<file path="config.mk">
export PLATFORM = sky130hd
export DESIGN_NAME = adder_arbiter
export DESIGN_NICKNAME = d
export VERILOG_FILES = /design/src/rtl/adder_arb_pkg.sv /design/src/rtl/adder_arbiter_brent_kung.sv /design/src/rtl/adder_arbiter.sv
export SDC_FILE = /design/constraint.sdc
export NUM_CORES = 1
export LEC_CHECK = 0
export BUFFER_PORTS_ARGS = -buffer_cell sky130_fd_sc_hd__buf_2
export CELL_PAD_IN_SITES_DETAIL_PLACEMENT = 0
export CELL_PAD_IN_SITES_GLOBAL_PLACEMENT = 1
export CORE_MARGIN = 2
export CORE_UTILIZATION = 34
export CTS_BUF_LIST = sky130_fd_sc_hd__clkbuf_4 sky130_fd_sc_hd__clkbuf_8 sky130_fd_sc_hd__clkbuf_16
export DETAILED_ROUTE_END_ITERATION = 6
export GPL_TIMING_DRIVEN = 0
export PLACE_DENSITY = 0.91
export RECOVER_POWER = 25
export SYNTH_ARGS = -nofsm -noshare
export SYNTH_HDL_FRONTEND = slang
export SYNTH_HIERARCHICAL = 1
export SYNTH_SLANG_ARGS = --single-unit
</file>
<file path="constraint.sdc">
create_clock -name clk -period 5.4 [get_ports clk]
set_input_delay 0.54 -clock clk [delete_from_list [all_inputs] [get_ports clk]]
set_output_delay 0.54 -clock clk [all_outputs]
set_load 0.01 [all_outputs]
</file>
<file path="src/rtl/adder_arb_pkg.sv">
// Shared constants and helpers for the adder arbiter and its adder.
// Latency: n/a (package only).
// Backpressure: n/a.
// Contents: DW (datapath width), CNTW (op counter width), rr_next (round-robin successor).
package adder_arb_pkg;

  localparam int DW   = 32;
  localparam int CNTW = 16;

  // Successor of idx in a ring of n requesters.
  function automatic int rr_next(input int idx, input int n);
    return (idx >= n - 1) ? 0 : idx + 1;
  endfunction

endpackage

</file>
<file path="src/rtl/adder_arbiter_brent_kung.sv">
// 32-bit Brent-Kung parallel-prefix adder: {cout,sum} = a + b + cin.
// Latency: combinational.
// Backpressure: none (pure logic).
// Ports: a, b (DW-bit operands), cin (carry-in), sum (DW-bit), cout (carry-out).
module Brent_kung_32bitt
  import adder_arb_pkg::*;
(
  input  logic [DW-1:0] a,
  input  logic [DW-1:0] b,
  input  logic          cin,
  output logic [DW-1:0] sum,
  output logic          cout
);

  localparam int AW = $clog2(DW);

  logic [DW-1:0] p0;
  logic [DW-1:0] gv;
  logic [DW-1:0] pv;

  always_comb begin
    int j;
    j  = 0;
    p0 = a ^ b;
    gv = a & b;
    pv = p0;
    // Fold cin into bit 0 so every prefix from bit 0 already includes it.
    gv[0] = gv[0] | (p0[0] & cin);
    // Up-sweep: build power-of-two spans.
    for (int d = 1; d < DW; d = d * 2) begin
      for (int i = 2 * d - 1; i < DW; i = i + 2 * d) begin
        j = i - d;
        gv[i[AW-1:0]] = gv[i[AW-1:0]] | (pv[i[AW-1:0]] & gv[j[AW-1:0]]);
        pv[i[AW-1:0]] = pv[i[AW-1:0]] & pv[j[AW-1:0]];
      end
    end
    // Down-sweep: fill the remaining prefixes from bit 0.
    for (int d = DW / 4; d >= 1; d = d / 2) begin
      for (int i = 3 * d - 1; i < DW; i = i + 2 * d) begin
        j = i - d;
        gv[i[AW-1:0]] = gv[i[AW-1:0]] | (pv[i[AW-1:0]] & gv[j[AW-1:0]]);
      end
    end
  end

  assign sum  = p0 ^ {gv[DW-2:0], cin};
  assign cout = gv[DW-1];

endmodule

</file>
<file path="src/rtl/adder_arbiter.sv">
// Round-robin arbiter sharing one 32-bit adder among NREQ requesters, result registered.
// Latency: 1 cycle from accepted request to res_valid.
// Backpressure: req_ready only while the result slot is empty or being drained (res_ready).
// Ports: req_valid/req_ready/req_a/req_b/req_cin per requester; res_valid/res_ready/res_id/
//        res_sum/res_cout result; op_count saturating accept count.
// Option: define ADDER_ARBITER_OVF_EN to add res_ovf (signed overflow of the result).
module adder_arbiter
  import adder_arb_pkg::*;
#(
  parameter int NREQ = 4,
  parameter int IDW  = $clog2(NREQ)
) (
  input  logic               clk,
  input  logic               rst_n,
  input  logic [NREQ-1:0]    req_valid,
  output logic [NREQ-1:0]    req_ready,
  input  logic [DW*NREQ-1:0] req_a,
  input  logic [DW*NREQ-1:0] req_b,
  input  logic [NREQ-1:0]    req_cin,
  output logic               res_valid,
  input  logic               res_ready,
  output logic [IDW-1:0]     res_id,
  output logic [DW-1:0]      res_sum,
  output logic               res_cout,
  output logic [CNTW-1:0]    op_count
`ifdef ADDER_ARBITER_OVF_EN
  ,
  output logic               res_ovf
`endif
);

  logic [DW-1:0]   a_arr [NREQ];
  logic [DW-1:0]   b_arr [NREQ];
  logic [IDW-1:0]  gnt;
  logic            gnt_vld;
  logic            accept_ok;
  logic            xfer;
  logic [DW-1:0]   op_a, op_b, add_sum;
  logic            op_cin, add_cout;
  int              idx;

  logic            res_valid_q, res_valid_d;
  logic [DW-1:0]   res_sum_q, res_sum_d;
  logic            res_cout_q, res_cout_d;
  logic [IDW-1:0]  res_id_q, res_id_d;
  logic [CNTW-1:0] op_count_q, op_count_d;
  logic [IDW-1:0]  last_grant_q, last_grant_d;

  for (genvar i = 0; i < NREQ; i++) begin : g_unpack
    assign a_arr[i] = req_a[DW*i +: DW];
    assign b_arr[i] = req_b[DW*i +: DW];
  end

  // Grant depends only on req_valid and the pointer, never on operands.
  always_comb begin
    gnt     = '0;
    gnt_vld = 1'b0;
    idx     = rr_next(int'(last_grant_q), NREQ);
    for (int k = 0; k < NREQ; k++) begin
      if (!gnt_vld && req_valid[idx[IDW-1:0]]) begin
        gnt_vld = 1'b1;
        gnt     = idx[IDW-1:0];
      end
      idx = rr_next(idx, NREQ);
    end
  end

  assign accept_ok = !res_valid_q || res_ready;
  assign xfer      = gnt_vld && accept_ok;

  always_comb begin
    req_ready = '0;
    if (xfer) req_ready[gnt] = 1'b1;
  end

  assign op_a   = a_arr[gnt];
  assign op_b   = b_arr[gnt];
  assign op_cin = req_cin[gnt];

  Brent_kung_32bitt u_add (
    .a    (op_a),
    .b    (op_b),
    .cin  (op_cin),
    .sum  (add_sum),
    .cout (add_cout)
  );

  always_comb begin
    res_valid_d  = res_valid_q;
    res_sum_d    = res_sum_q;
    res_cout_d   = res_cout_q;
    res_id_d     = res_id_q;
    op_count_d   = op_count_q;
    last_grant_d = last_grant_q;
    if (xfer) begin
      // A new accept wins over a same-edge handoff: slot stays full.
      res_valid_d  = 1'b1;
      res_sum_d    = add_sum;
      res_cout_d   = add_cout;
      res_id_d     = gnt;
      last_grant_d = gnt;
      if (op_count_q != {CNTW{1'b1}}) op_count_d = op_count_q + 1'b1;
    end else if (res_ready) begin
      res_valid_d = 1'b0;
    end
  end

  always_ff @(posedge clk or negedge rst_n) begin
    if (!rst_n) begin
      res_valid_q  <= 1'b0;
      res_sum_q    <= '0;
      res_cout_q   <= 1'b0;
      res_id_q     <= '0;
      op_count_q   <= '0;
      // Pointing at the last index makes requester 0 the first searched.
      last_grant_q <= IDW'(NREQ - 1);
    end else begin
      res_valid_q  <= res_valid_d;
      res_sum_q    <= res_sum_d;
      res_cout_q   <= res_cout_d;
      res_id_q     <= res_id_d;
      op_count_q   <= op_count_d;
      last_grant_q <= last_grant_d;
    end
  end

  assign res_valid = res_valid_q;
  assign res_sum   = res_sum_q;
  assign res_cout  = res_cout_q;
  assign res_id    = res_id_q;
  assign op_count  = op_count_q;

`ifdef ADDER_ARBITER_OVF_EN
  logic res_ovf_q, res_ovf_d;

  always_comb begin
    res_ovf_d = res_ovf_q;
    if (xfer) res_ovf_d = (op_a[DW-1] == op_b[DW-1]) && (add_sum[DW-1] != op_a[DW-1]);
  end

  always_ff @(posedge clk or negedge rst_n) begin
    if (!rst_n) res_ovf_q <= 1'b0;
    else        res_ovf_q <= res_ovf_d;
  end

  assign res_ovf = res_ovf_q;
`endif

endmodule

</file>
Word level (Yosys, flattened, before mapping):

Cells that the tools add are included.

* flip-flop bits (word level): 54
* word-level logic and storage cells: 214

* add/subtract/negate cells: 5
* magnitude comparators: 11
* equal/unequal tests: 1
* muxes and demuxes: 33
* bitwise gates (word level): 146
* reductions and logical operators: 12

Operators with widths (count)
* $bmux 32 s2: 2
* $mux 32: 4
* $and 1x1->1: 84
* $xor 32x32->32: 2
* $or 1x1->1: 58
* $and 32x32->32: 1
* $add 16x1->16 const B: 1
* $ne 16x16->1 const B: 1
* $lt 2x3->1 const B: 5
* $mux 1: 12
* $bmux 1 s2: 5
* $mux 2: 5
* $mux 4: 2
* $add 4x1->5 const B: 1
* $ge 5x2->1 const B: 1
* $logic_and 1x1->1: 5
* $mux 5: 1
* $add 3x1->4 const B: 1
* $ge 4x2->1 const B: 1
* $logic_not 1->1: 4
* $add 2x1->3 const B: 1
* $ge 3x2->1 const B: 1
* $ge 3x3->1 const B: 1
* $mux 3: 1
* other kinds (8): 8

Longest topological paths before layout:

* depth after elaboration: 38
* gate-level depth with buffers: 22
* gate-level depth less buffers: 19

By module:

Netlist, hierarchy kept.

Modules (own cells, without submodules)
* adder_arbiter: instances 1, cells each 750, area an instance 5816.8 µm², seq. area each 1353.8 µm²
* Brent_kung_32bitt: instances 1, cells each 155, area an instance 1382.6 µm², seq. area each 0.0 µm²

Worst setup path before layout:

No wires, ideal clock.

* path type: register -> register
* start point: register last_grant_q[0]
* end point: register res_sum_q[23] (netlist: res_sum[23])
* library setup time: 0.117 ns
* data arrival time: 4.419 ns
* data required time: 5.283 ns
* path slack: 0.864 ns
* stages on the path, launching flop included: 22
* path buffers: 2
* period minus slack after synthesis: 4.536 ns
* path through: dfstp_2 -> ha_1 -> nor2b_1 -> o21a_1 -> buf_4 -> buf_2 -> o31ai_1 -> a32oi_1 -> inv_1 -> fa_1 -> inv_1 -> fa_1 -> a211oi_2 -> o211ai_1 -> a22oi_1 -> nand3_1 -> or3_1 -> a221o_1 -> fa_1 -> xor2_1 -> nand2_1 -> nand2_1

* longest elaborated chain between the ends: 36

Ends and longest elaborated chain
* start: declaration: RTL line adder_arbiter.sv:47 `logic [IDW-1:0] last_grant_q, last_grant_d;`
* start signal: assignment: RTL line adder_arbiter.sv:116 `last_grant_q <= IDW'(NREQ - 1);`
* start signal: assignment: RTL line adder_arbiter.sv:123 `last_grant_q <= last_grant_d;`
* $add 2x1->3 or $ge 2x2->1 (tied branches): RTL line adder_arb_pkg.sv:12 `return (idx >= n - 1) ? 0 : idx + 1;`
* $mux 3 (*): RTL line adder_arb_pkg.sv:12
* parallel branches: the longest is 11 deep, another holds $add 4x1->5
* $mux 2 (*): RTL line adder_arbiter.sv:60 `if (!gnt_vld && req_valid[idx[IDW-1:0]]) begin`
* $not 2->3 (implied by the code) (*): RTL line adder_arbiter.sv:77 `assign op_b = b_arr[gnt];`
* $bmux 32 s2 (*): RTL line adder_arbiter.sv:77
* $mux 32 (implied by the code) (*) (2 in series): RTL line adder_arbiter.sv:77
* via op_b[0]: RTL line adder_arbiter.sv:38 `logic [DW-1:0] op_a, op_b, add_sum;`
* [11 not listed]
* $and 1x1->1 (*): RTL line adder_arbiter_brent_kung.sv:41 `gv[i[AW-1:0]] = gv[i[AW-1:0]] | (pv[i[AW-1:0]] & gv[j[AW-1:0]]);`
* $or 1x1->1 (*): RTL line adder_arbiter_brent_kung.sv:41
* $and 1x1->1 (*): RTL line adder_arbiter_brent_kung.sv:41
* $or 1x1->1 (*): RTL line adder_arbiter_brent_kung.sv:41
* $and 1x1->1 (*): RTL line adder_arbiter_brent_kung.sv:41
* $or 1x1->1 (*): RTL line adder_arbiter_brent_kung.sv:41
* $xor 32x32->32 (*): RTL line adder_arbiter_brent_kung.sv:46 `assign sum = p0 ^ {gv[DW-2:0], cin};`
* via add_sum[23]: RTL line adder_arbiter.sv:38
* end signal: assignment: RTL line adder_arbiter.sv:119 `res_sum_q <= res_sum_d;`
* end: declaration: RTL line adder_arbiter.sv:43 `logic [DW-1:0] res_sum_q, res_sum_d;`

Mark *: on every way through the listed nets, which the timed path passes. The select of a mux whose other input is x is not followed.
A chain may end at the register's enable or synchronous reset.

Final worst setup path:

* start point: register last_grant_q[0]
* end point: register res_sum_q[23] (netlist: res_sum[23])

RTL lines (RTL line)
* $add 2x1->3 or $ge 2x2->1 (tied branches): adder_arb_pkg.sv:12
* $mux 3 (*): adder_arb_pkg.sv:12
* parallel branches: the longest is 11 deep, another holds $add 4x1->5
* $mux 2 (*): adder_arbiter.sv:60
* $not 2->3 (implied by the code) (*): adder_arbiter.sv:77
* $bmux 32 s2 (*): adder_arbiter.sv:77
* $mux 32 (implied by the code) (*) (2 in series): adder_arbiter.sv:77
* via op_b[2]: adder_arbiter.sv:38
* [8 not listed]
* $and 1x1->1 (*): adder_arbiter_brent_kung.sv:41
* $or 1x1->1 (*): adder_arbiter_brent_kung.sv:41
* $and 1x1->1 (*): adder_arbiter_brent_kung.sv:41
* $or 1x1->1 (*): adder_arbiter_brent_kung.sv:41
* $and 1x1->1 (*): adder_arbiter_brent_kung.sv:41
* $or 1x1->1 (*): adder_arbiter_brent_kung.sv:41
* $xor 32x32->32 (*): adder_arbiter_brent_kung.sv:46
* via add_sum[23]: adder_arbiter.sv:38

Marked as above.

==> results.json <==
{
  "postLayoutCellArea_um2": 9442,
  "netlist_area_um2": 7199,
  "cts_max_level": 2,
  "grt_first_pass_wirelength_um": 50560,
  "p_per_area_nw_per_um2": 699.7,
  "peakVddDrop_uv": 255.2,
  "setup_slack_ns": 0.1100,
  "critPathRequiredTime_ns": 5.59,
  "rr_startpoint": "last_grant_q[0]",
  "fp.coreArea_um2": 20890,
  "yosysUniqueCellTypes": 55,
  "rows": 53,
  "ant_nets": 0,
  "root_buffer": "clkbuf_16",
  "path_clk_slew_ns": 0.08,
  "fin_crit_sh_pct": 97.96,
  "hold_class": "reg -> reg",
  "violations": "capacitance limit, slew limit",
  "syn_area_per_cell_um2": 7.955,
  "holdPathStages": 2,
  "worst_setup_path_end_kind": "flop",
  "critical_path.max_fanout": 10,
  "routedWlPerCell_um": 23.05,
  "initial_core_util_pct": 34.47,
  "fin_nets": 1559,
  "maxSlewHeadroom_pct": -116.6,
  "grt_setup_unrepaired": "yes",
  "via_per_inst": 6.144,
  "cts_tree": "built",
  "antenna_found_initial": 6,
  "clock_sinks": 54,
  "fin_skew_ns": 0.01191,
  "ys_seq_area_share_pct": 18.80,
  "async_reset_ff_share_pct": 100.0,
  "ys_warn_count": 6,
  "p_leak_nw": 4.446,
  "yosysTopAreaCell": "dfrtp_1",
  "yosys-top-cells-count": "a32oi_1 (131), o31ai_1 (131), nand2_1 (123)",
  "status": "finished, violations left",
  "slew_violations": 55,
  "hpwl_um": 28140,
  "placed_cell_area_um2": 9155,
  "cts_buffers": 5,
  "post-place-ws_ns": -0.2167,
  "gp_congestion": 0.9446,
  "maxCapViolations": 1,
  "io_buffers": 322,
  "arrival_ns": 5.48,
  "vias": 9345,
  "drt_iter0_markers": 849,
  "io_pins": 323,
  "setup_viol": 0,
  "drc": 0,
  "syn2layout_area_growth_pct": 31.14,
  "fmax_ghz": 0.1890,
  "first_global_vias": 8863,
  "grt_max_degree": 55,
  "path_class": "reg -> reg",
  "die_area_um2": 22350,
  "hold_violations": 0,
  "synthTopCellsByArea": "dfrtp_1 (18%), a32oi_1 (16%), o31ai_1 (14%), nand4_1 (6.5%), nand2_1 (6.4%)",
  "synth_edf_count": 0,
  "overflow": 0,
  "first_pass_iters": 6,
  "fin_crit_ns": 5.290,
  "worst_slew_pin_slew_ns": 3.249,
  "synth_nets": 1221,
  "synthCells": 905,
  "reg2reg_slack_ns": 0.11,
  "min_to": "res_sum[5]",
  "timing.rr.end": "res_sum[23]",
  "min_from": "res_sum[5]",
  "yosys.area.top_type_share_pct": 18.07,
  "critPathLaunchType": "flop",
  "drive_gt1_share_pct": 34.57,
  "clock_latency_ns": 0.32,
  "die_y_um": 149.5,
  "reg2regPathDepth": 18,
  "grt_usage_pct": 29.75,
  "synth_ff_type": "dfrtp_1",
  "clk_path_buf_depth": 2,
  "die_w_um": 149.5,
  "wl_um": 35060,
  "ys_seq_elements": 54
}
## critical path, cell delays in order, from the launching register on
cell and delay [ns]:
dfstp_2 0.57, ha_1 0.30, nand2b_1 0.24, a21oi_4 0.32
buf_4 0.30, buf_2 0.31, o31ai_1 0.12, a32oi_1 0.39
ha_1 0.34, a211oi_2 0.28, o211ai_1 0.23, a22oi_1 0.23
nand3_1 0.14, or3_1 0.36, a221o_1 0.34, fa_1 0.38
xor2_1 0.17, nand2_1 0.10, nand2_1 0.06
## report_power, final
group | internal (mW) | total [mW] | leakage (nW) | switching [mW]
Combinational | 2.11 | 5.50 | 3.70 | 3.39
Clock | 0.218 | 0.392 | 0.0836 | 0.173
Sequential | 0.599 | 0.715 | 0.667 | 0.116
## what timing repair did
item	CTS	global route
resized for setup	9	11
endpoints found under the setup margin	8	10
hold buffers	0	0
pin swaps	3	6
endpoints found under the hold margin	0	0
buffers inserted	0	9
## worst max path at each step
stage	startpoint	endpoint	slack, ns	cells after the start
2_1_floorplan	last_grant_q[0]	res_sum[23]	0.86	21
3_3_place_gp	last_grant_q[0]	res_sum[31]	-0.18	21
3_5_place_dp	last_grant_q[0]	res_sum[31]	-0.22	21
4_1_cts	last_grant_q[0]	res_sum[23]	0.02	21
5_1_grt	last_grant_q[0]	res_sum[31]	-0.06	22
6_report	last_grant_q[0]	res_sum[23]	0.11	18
## final cells by class
class,instances,area [um^2]
plain buffers,116,546.8
multi-input cells,712,5263
repair buffers,331,1678
fillers,2192,11450
inverters,23,86.33
well taps,275,344.1
clock buffers,5,125.1
diodes,2,5.005
clock inverters,3,40.04
flip-flops and latches,54,1354
## registers in the layout (all words and copies together) (netlist names)
name / count
res_sum: 32
res_cout: 1
op_count: 16
last_grant_q: 2
res_id: 2
res_valid: 1
## layout by cell type (no fill, tap or decap), types with 3 or more instances in the layout
| master | instances |
|---|---|
| buf_4 | 19 |
| dfrtp_1 | 52 |
| ha_1 | 32 |
| and2_1 | 68 |
| nor3_1 | 4 |
| fa_1 | 16 |
| nand2b_1 | 6 |
| inv_1 | 23 |
| a32oi_1 | 131 |
| o21ai_0 | 9 |
| clkbuf_1 | 50 |
| nand3_1 | 10 |
| buf_2 | 375 |
| and3_1 | 6 |
| a21o_1 | 5 |
| nor2_1 | 5 |
| o21a_1 | 4 |
| nor2b_1 | 3 |
| a21oi_1 | 14 |
| nand2_1 | 123 |
| nand4_1 | 75 |
| clkbuf_16 | 5 |
| and4_1 | 3 |
| xnor2_1 | 11 |
| o211ai_1 | 3 |
| xor2_1 | 15 |
| o21ai_1 | 3 |
| o31ai_1 | 130 |
## layer usage
layer	up-vias	wire length, um	track usage (%)
met5	-	42	0
met4	6	938	9.905
met3	76	3706	6.006
met2	623	16360	49.20
met1	4388	14010	38.71
li1	4252	-	-
## cell families after synthesis
family	synth area share (%)
multiplexers	0.6777
XOR/XNOR	3.163
AND/OR/NAND/NOR	23.11
buffers and inverters	8.568
AO/OA/AOI/OAI	35.38
adder cells (fa/ha/maj)	10.29
flip-flops	18.80
## per-stage QoR
| step | power [mW] | cells | utilization (%) | hold slack (ns) | setup TNS (ns) |
|---|---|---|---|---|---|
| 6_report | 6.606 | 1521 | 45.20 | 0.4764 | 0 |
| 5_1_grt | 7.184 | 1519 | 45.18 | 0.4974 | -0.1227 |
| 4_1_cts | 6.434 | 1510 | 44.74 | 0.4763 | 0 |
| 3_5_place_dp | 6.007 | 1502 | 43.83 | 0.4578 | -0.5863 |
| 3_3_place_gp | 5.923 | 1502 | 43.83 | 0.4524 | -0.4547 |
| 2_1_floorplan | 4.486 | 905 | - | 0.2444 | 0 |
Note: power is estimated with default switching activity, not from simulation.
